File: src/rtl/sprite_pkg.sv
// Shared constants and types for the sprite pixel fetch path.
package sprite_pkg;

  localparam int unsigned SPR_W      = 32;
  localparam int unsigned SPR_H      = 32;
  localparam int unsigned IDX_W      = 4;
  localparam int unsigned ADDR_W     = 10;
  localparam int unsigned TRANSP_IDX = 0;
  localparam int unsigned H_ACTIVE   = 640;
  localparam int unsigned V_ACTIVE   = 480;
  localparam int unsigned COMMIT_Y   = 480;

  typedef struct packed {
    logic [9:0] x;
    logic [9:0] y;
  } sprite_pos_t;

  // Parked far outside the visible area so nothing is drawn before the first commit.
  localparam sprite_pos_t POS_HIDDEN = '{x: 10'h3FF, y: 10'h3FF};

endpackage

File: src/rtl/sprite_pos_shadow.sv
// Double-buffered sprite position: writes land in a pending register and
// only reach the active register on the frame commit cycle.
module sprite_pos_shadow #(
  parameter int unsigned COMMIT_Y = sprite_pkg::COMMIT_Y
) (
  input  logic                    clk,
  input  logic                    reset,
  input  logic [9:0]              draw_x,
  input  logic [9:0]              draw_y,
  input  sprite_pkg::sprite_pos_t pos_next,
  input  logic                    pos_wr,
  output sprite_pkg::sprite_pos_t act
);
  import sprite_pkg::*;

  sprite_pos_t pend;
  logic        pend_valid;
  logic        commit;

  assign commit = (draw_x == '0) && (draw_y == 10'(COMMIT_Y));

  // Pending/active update; a write coinciding with commit bypasses pending so the newest value wins.
  always_ff @(posedge clk) begin
    if (reset) begin
      act        <= POS_HIDDEN;
      pend       <= POS_HIDDEN;
      pend_valid <= 1'b0;
    end else if (commit) begin
      if (pos_wr) begin
        act        <= pos_next;
        pend       <= pos_next;
        pend_valid <= 1'b0;
      end else if (pend_valid) begin
        act        <= pend;
        pend_valid <= 1'b0;
      end
    end else if (pos_wr) begin
      pend       <= pos_next;
      pend_valid <= 1'b1;
    end
  end

endmodule

File: src/rtl/sprite_pixel_fetch.sv
// Per-pixel sprite fetch: hit test, ROM address generation and a two-stage
// pipeline that aligns palette index, opacity and VGA sideband signals.
module sprite_pixel_fetch #(
  parameter int unsigned SPR_W    = sprite_pkg::SPR_W,
  parameter int unsigned SPR_H    = sprite_pkg::SPR_H,
  parameter int unsigned IDX_W    = sprite_pkg::IDX_W,
  parameter int unsigned ADDR_W   = sprite_pkg::ADDR_W,
  parameter int unsigned COMMIT_Y = sprite_pkg::COMMIT_Y
) (
  input  logic              vga_clk,
  input  logic              reset,
  input  logic [9:0]        DrawX,
  input  logic [9:0]        DrawY,
  input  logic              blank,
  input  logic              hs_in,
  input  logic              vs_in,
  input  logic [9:0]        pos_x_next,
  input  logic [9:0]        pos_y_next,
  input  logic              pos_wr,
  output logic [ADDR_W-1:0] rom_addr,
  input  logic [IDX_W-1:0]  rom_q,
  output logic [IDX_W-1:0]  index,
  output logic              opaque,
  output logic              blank_out,
  output logic              hs_out,
  output logic              vs_out
);
  import sprite_pkg::*;

  localparam int unsigned XW = $clog2(SPR_W);
  localparam int unsigned YW = $clog2(SPR_H);

  sprite_pos_t act;
  sprite_pos_t pos_next;
  logic [10:0] dx;
  logic [10:0] dy;
  logic        hit;
  logic        hit_d1;
  logic        blank_d1;
  logic        hs_d1;
  logic        vs_d1;

  assign pos_next = '{x: pos_x_next, y: pos_y_next};

  sprite_pos_shadow #(
    .COMMIT_Y (COMMIT_Y)
  ) u_shadow (
    .clk      (vga_clk),
    .reset    (reset),
    .draw_x   (DrawX),
    .draw_y   (DrawY),
    .pos_next (pos_next),
    .pos_wr   (pos_wr),
    .act      (act)
  );

  // Stage 0: 11-bit differences; bit 10 set means the pixel lies left of / above the sprite.
  always_comb begin
    dx  = {1'b0, DrawX} - {1'b0, act.x};
    dy  = {1'b0, DrawY} - {1'b0, act.y};
    hit = !blank
          && !dx[10] && ({1'b0, dx[9:0]} < 11'(SPR_W))
          && !dy[10] && ({1'b0, dy[9:0]} < 11'(SPR_H));
  end

  // Stage 1: ROM address and delayed sideband.
  always_ff @(posedge vga_clk) begin
    if (reset) begin
      rom_addr <= '0;
      hit_d1   <= 1'b0;
      blank_d1 <= 1'b1;
      hs_d1    <= 1'b1;
      vs_d1    <= 1'b1;
    end else begin
      rom_addr <= hit ? ADDR_W'({dy[YW-1:0], dx[XW-1:0]}) : '0;
      hit_d1   <= hit;
      blank_d1 <= blank;
      hs_d1    <= hs_in;
      vs_d1    <= vs_in;
    end
  end

  // Stage 2: palette index, opacity and aligned sideband.
  always_ff @(posedge vga_clk) begin
    if (reset) begin
      index     <= '0;
      opaque    <= 1'b0;
      blank_out <= 1'b1;
      hs_out    <= 1'b1;
      vs_out    <= 1'b1;
    end else begin
      index     <= hit_d1 ? rom_q : '0;
      opaque    <= hit_d1 && (rom_q != IDX_W'(TRANSP_IDX));
      blank_out <= blank_d1;
      hs_out    <= hs_d1;
      vs_out    <= vs_d1;
    end
  end

endmodule

File: config.mk
export PLATFORM = sky130hd
export DESIGN_NAME = sprite_pixel_fetch
export DESIGN_NICKNAME = d
export VERILOG_FILES = /design/src/rtl/sprite_pkg.sv /design/src/rtl/sprite_pos_shadow.sv /design/src/rtl/sprite_pixel_fetch.sv
export SDC_FILE = /design/constraint.sdc
export NUM_CORES = 1
export LEC_CHECK = 0
export CORE_MARGIN = 2
export CORE_UTILIZATION = 50
export CTS_CLUSTER_DIAMETER = 150
export DETAILED_ROUTE_END_ITERATION = 16
export PLACE_DENSITY_LB_ADDON = 0.2
export SYNTH_ARGS = -nofsm -noshare
export SYNTH_HDL_FRONTEND = slang
export SYNTH_SLANG_ARGS = --single-unit
File: constraint.sdc
create_clock -name vga_clk -period 4.1 [get_ports vga_clk]
set_input_delay 1.025 -clock vga_clk [delete_from_list [all_inputs] [get_ports vga_clk]]
set_output_delay 1.025 -clock vga_clk [all_outputs]
set_load 0.01 [all_outputs]
# --- Yosys cells after proc, flatten, opt, wreduce, memory -nomap -nowiden ---
# Cells that the tools add are included.
classes:
  add_sub_neg: 2
  magnitude_cmp: 2
  n_eq_ne: 1
  n_mux: 2
  bitwise: 2
  n_reduce_logical: 16
ops:
  columns: ["op", "n"]
  rows:
  - ["20-bit two-way mux", 2]
  - ["10-bit by 10-bit subtractor with 11-bit output", 2]
  - ["10-bit by 6-bit less-than comparator with 1-bit output (second input constant)", 2]
  - ["10-bit by 9-bit equality test with 1-bit output (second input constant)", 1]
  - ["10-bit zero test", 1]
  - ["1-bit logical AND", 6]
  - ["2-bit OR reduction", 3]
  - ["4-bit nonzero test", 1]
  - ["1-bit zero test", 3]
  - ["1-bit inverter", 2]
  - ["2-bit AND reduction", 1]
  - ["2-bit nonzero test", 1]
word_totals:
  ff_bits: 63
  inputBits: 50
  output_inout_bits: 18
  wordCells: 40

# --- Longest topological paths before layout ---
depth:
  ltp_word: 8
  mapped_depth: 10
  mapped_depth_nobuf: 9

# --- Hierarchy ---
# From an unflattened synthesis, not the netlist that was laid out.
unflattened:
  cells_unflattened: 329
  area_unflattened_um2: 3195.6
by_module_without_submodules:
  columns: ["module", "instances", "cells_per_inst", "area_per_inst_um2", "seq_area_each_um2"]
  rows:
  - ["sprite_pos_shadow", 1, 142, 1602.8, 820.8]
  - ["sprite_pixel_fetch", 1, 187, 1592.8, 440.4]

# --- Worst setup path after synthesis ---
# OpenSTA, ideal clock, no wires.
synth_path:
  path_type: "in2reg"
  start: "input port DrawX[0]"
  end: "register rom_addr[0]"
  setup_time_ns: 0.088
  t_arrival_ns: 2.843
  required_ns: 4.012
  setup_slack_ns: 1.169
  stages: 10
  path_buffers: 1
  path_cell_list: "inv_1 ha_1 fa_1 and2b_1 o2111ai_1 nand2_1 o211ai_1 a221o_1 buf_6 nor4_2"
synth_via:
  elab_chain_len: 8
  word_cells_on_any_way: 9
  cone_classes: "add/sub: 1; order compare: 1; bitwise: 1; reduce/logical: 6"
synth_rtl:
  columns: ["item", "line_no", "source"]
  rows:
  - ["start, declared", "sprite_pixel_fetch.sv:12", "input logic [9:0] DrawX,"]
  - ["10-bit by 10-bit subtractor with 11-bit output (*)", "sprite_pixel_fetch.sv:59", "dx = {1'b0, DrawX} - {1'b0, act.x};"]
  - ["branches (longest 7 deep; another with 10-bit by 6-bit less-than comparator with 1-bit output)", null, null]
  - ["end signal, assigned", "sprite_pixel_fetch.sv:75", "rom_addr <= hit ? ADDR_W'({dy[YW-1:0], dx[XW-1:0]}) : '0;"]
  - ["end, declared", "sprite_pixel_fetch.sv:20", "output logic [ADDR_W-1:0] rom_addr,"]
# Mark *: on every way between the ends.
# A chain may end at the register's enable or synchronous reset.

# --- Worst setup path in the final report ---
layout_path:
  start: "input port DrawX[0]"
  end: "register hit_d1"
layout_via:
  elab_chain_len: 6
  word_cells_on_any_way: 7
  cone_classes: "add/sub: 1; order compare: 1; reduce/logical: 5"
layout_rtl:
  columns: ["item", "line_no", "source"]
  rows:
  - ["10-bit by 10-bit subtractor with 11-bit output (*)", "sprite_pixel_fetch.sv:59", null]
  - ["branches (longest 2 deep; another with 10-bit by 6-bit less-than comparator with 1-bit output)", null, null]
  - ["1-bit logical AND (*)", "sprite_pixel_fetch.sv:62", "&& !dx[10] && ({1'b0, dx[9:0]} < 11'(SPR_W))"]
  - ["1-bit logical AND (*) (2 in a row)", "sprite_pixel_fetch.sv:63", "&& !dy[10] && ({1'b0, dy[9:0]} < 11'(SPR_H));"]
  - ["end signal, assigned", "sprite_pixel_fetch.sv:76", "hit_d1 <= hit;"]
  - ["end, declared", "sprite_pixel_fetch.sv:38", "logic hit_d1;"]
# Marks and branches as above.

==> results.json <==
{
  "num_vias": 2659,
  "ys_ff_latch": 63,
  "most_common_cell_after_layout_fill_and_taps_aside": "clkdlybuf4s50_1",
  "total_power_consumption_of_the_routed_design_mw": 1.395,
  "fmax_ghz": 0.2960,
  "grt_pass1_wl_um": 11520,
  "drt_drc_violations_left": 0,
  "global_route.overflow_total": 0,
  "std_cell_rows": 29,
  "run_status": "finished, final reports clean",
  "regToRegStartpoint": "u_shadow.act[10]$_SDFFE_PP1P_",
  "wirelength_um": 6665,
  "worst_path_clk_slew_ns": 0.07,
  "ir_drop_v": 0.0002463,
  "cts-htree-levels": 3,
  "syn2layout_area_growth_pct": 29.97,
  "hold_path_class": "reg2reg",
  "ff2ff_setup_slack_ns": 1.55,
  "layout_min_cycle_time_ns": 3.378,
  "number_of_buffers_inserted_by_hold_repair_at_cts": 0,
  "n_antenna_cell": 0,
  "place_inst": 477,
  "share_of_cells_above_drive_strength_1_pct": 9.856,
  "hold_path_depth": 1,
  "worst-path-buf-inv": 2,
  "yosys_warnings": 0,
  "ioPinCount": 68,
  "start_util_pct": 51.41,
  "final_nets": 483,
  "totalNegativeSetupSlack_ns": 0,
  "tritoncts_buffer_count": 9,
  "core_area_mm2": 0.006277,
  "timing.hold.worst.start": "hs_d1$_SDFF_PP1_",
  "slew_limit_headroom_pct": 48.79,
  "final_max_slew_viol_count": 0,
  "synth_area_mm2": 0.003227,
  "cp.arrival_ns": 3.61,
  "post_cts_buffers": 0,
  "drt_pass1_iterations": 4,
  "floorplan.die.height_um": 84.34,
  "port-buffer-count": 67,
  "die_w_um": 84.34,
  "detail-route-antenna-nets": 0,
  "critical_path_cell_count": 10,
  "detail_route.wl_per_cell_um": 13.52,
  "finalSetupViolations": 0,
  "timing.setup.critical_path_class": "in2reg",
  "mappedNetlistNets": 417,
  "measured_slew_at_the_worst_slew_check_pin_ns": 0.7657,
  "clock-sinks": 63,
  "clockRootBuffer": "clkbuf_8",
  "crit_path_end_kind": "flop",
  "post_synth.cell_area_avg_um2": 9.353,
  "synth_sequential_area_ratio_pct": 39.08,
  "clock-skew-final_ns": 0.01236,
  "synth_enable_flop_cells": 0,
  "worst_skew_pair.late_latency_ns": 0.34,
  "cts.path.max_buffers": 2,
  "cts_tree": "done",
  "cp_slowest_cell": "a221o_1",
  "crit_required_ns": 4.33,
  "timing.final.hold_violations": 0,
  "synthFlopType": "dfxtp_1",
  "initialDrtViolationCount": 142,
  "estimated_wirelength_of_the_detail_placed_design_um": 5025,
  "groute.usage.overall_pct": 19.97,
  "gp_routability_congestion": 1.031,
  "yosys.cell_types.count": 47,
  "viasPerCell": 5.394,
  "unrepaired_setup_endpoints_after_global_routing": "no",
  "multiInputGateArea_mm2": 0.001793,
  "fraction_of_registers_with_async_set_or_reset_after_synthesis_pct": 0,
  "post_cts_sizing_count": 0,
  "critical_path_peak_fanout": 11,
  "post_layout_nonfiller_instances": 493,
  "crit_path_cell_trace": "clkdlybuf4s50_1, inv_1, ha_1, fa_1, and2b_1, o2111ai_1, nand2_1, o211ai_1, a221o_1, nor4b_1",
  "biggest_cell_delay_along_the_critical_path_ns": 0.57,
  "maxCapViolCount": 0,
  "die_area_mm2": 0.007112,
  "final.period_utilization_pct": 82.40,
  "syn_inst": 345,
  "most-common-layout-cells": "67 x clkdlybuf4s50_1, 63 x dfxtp_1, 31 x nor2_1",
  "cp_top_family": "compound AO/OA/AOI/OAI gates",
  "timing.critical_path.from_type": "input port",
  "rr_endpoint": "hit_d1$_SDFF_PP0_",
  "grt_max_degree": 48,
  "reg_area_mm2": 0.001261,
  "num-fill-cells": 532,
  "antenna_found_initial": 0,
  "grt_pass1_vias": 2596,
  "r2r.worst_path.cells": 8,
  "leakage_dissipation_nw": 1.855,
  "cellPowerDensity_mw_per_mm2": 332.7,
  "hold-path-endpoint": "hs_out$_SDFF_PP1_"
}
==> where the power goes <==
part	internal, mW	total [mW]	switching [mW]
combinational	0.0858	0.155	0.0688
clock	0.362	0.610	0.248
sequential	0.627	0.631	0.00392
total	1.07	1.40	0.321
==> cells by family after synthesis <==
family / share of synthesized area (%)
simple gates: 21.83
compound gates: 15.32
flops: 39.08
buf+inv: 5.467
mux: 7.135
fa+ha+maj: 8.996
xor+xnor: 2.171
==> registers in the layout, summed over array words and instances, names as in the netlist <==
| signal | cells |
|---|---|
| hit_d1 | 1 |
| blank_out | 1 |
| vs_out | 1 |
| u_shadow.pend | 20 |
| index | 4 |
| vs_d1 | 1 |
| rom_addr | 10 |
| u_shadow.act | 20 |
| hs_out | 1 |
| hs_d1 | 1 |
| opaque | 1 |
| u_shadow.pend_valid | 1 |
| blank_d1 | 1 |
==> cell usage after synthesis (all sizes together), types with 3 or more instances <==
cell type | count | area share, %
a211o | 21 | 5.7
a21o | 5 | 1.2
a21oi | 10 | 1.6
a31oi | 4 | 0.78
and2 | 4 | 0.78
buf | 5 | 0.93
clkbuf | 13 | 1.5
dfxtp | 63 | 39
ha | 20 | 7.8
inv | 26 | 3.0
mux2i | 23 | 7.1
nand2 | 14 | 1.6
nand2b | 26 | 5.0
nand3b | 4 | 0.93
nor2 | 31 | 3.6
nor2b | 7 | 1.4
nor3 | 3 | 0.47
nor4 | 15 | 4.8
o2111ai | 3 | 0.81
o21a | 3 | 0.70
o21ai | 10 | 1.6
or2 | 6 | 1.2
xnor2 | 7 | 1.9
==> per-layer routing <==
metal / vias up / wire length [µm] / track usage [%]
met1: 1205 / 3097 / 25.61
met5: - / 0 / 0
met3: 15 / 370 / 4.031
met2: 99 / 2992 / 32.11
li1: 1340 / - / -
met4: 0 / 204 / 9.957
==> metrics by stage <==
stage | setup slack, ns | util (%) | hold slack (ns) | area, µm²
finish | 0.7218 | 66.81 | 0.4079 | 4194
global route | 0.6080 | 66.81 | 0.4244 | 4194
CTS | 0.7514 | 66.81 | 0.4112 | 4194
detailed placement | 0.3931 | 63.15 | 0.3954 | 3964
global placement | 0.4663 | 63.15 | 0.3914 | 3964
floorplan | 1.169 | - | 0.3895 | 3227
==> final cells by class <==
class	instances	area share [%]
inverter	26	2.327
clock buffer	10	3.282
multi-input combinational	238	42.75
sequential	63	30.07
clock inverter	6	2.208
tap	77	2.297
timing repair buffer	73	17.06
==> worst max path at each step <==
stage	from	end	slack [ns]
2_1_floorplan	DrawX[0]	rom_addr[0]$_SDFF_PP0_	1.17
3_3_place_gp	DrawX[0]	hit_d1$_SDFF_PP0_	0.47
3_5_place_dp	DrawX[0]	rom_addr[9]$_SDFF_PP0_	0.39
4_1_cts	DrawX[0]	hit_d1$_SDFF_PP0_	0.75
5_1_grt	DrawX[0]	rom_addr[5]$_SDFF_PP0_	0.61
6_report	DrawX[0]	hit_d1$_SDFF_PP0_	0.72
Power figures use the tool's default switching activity.
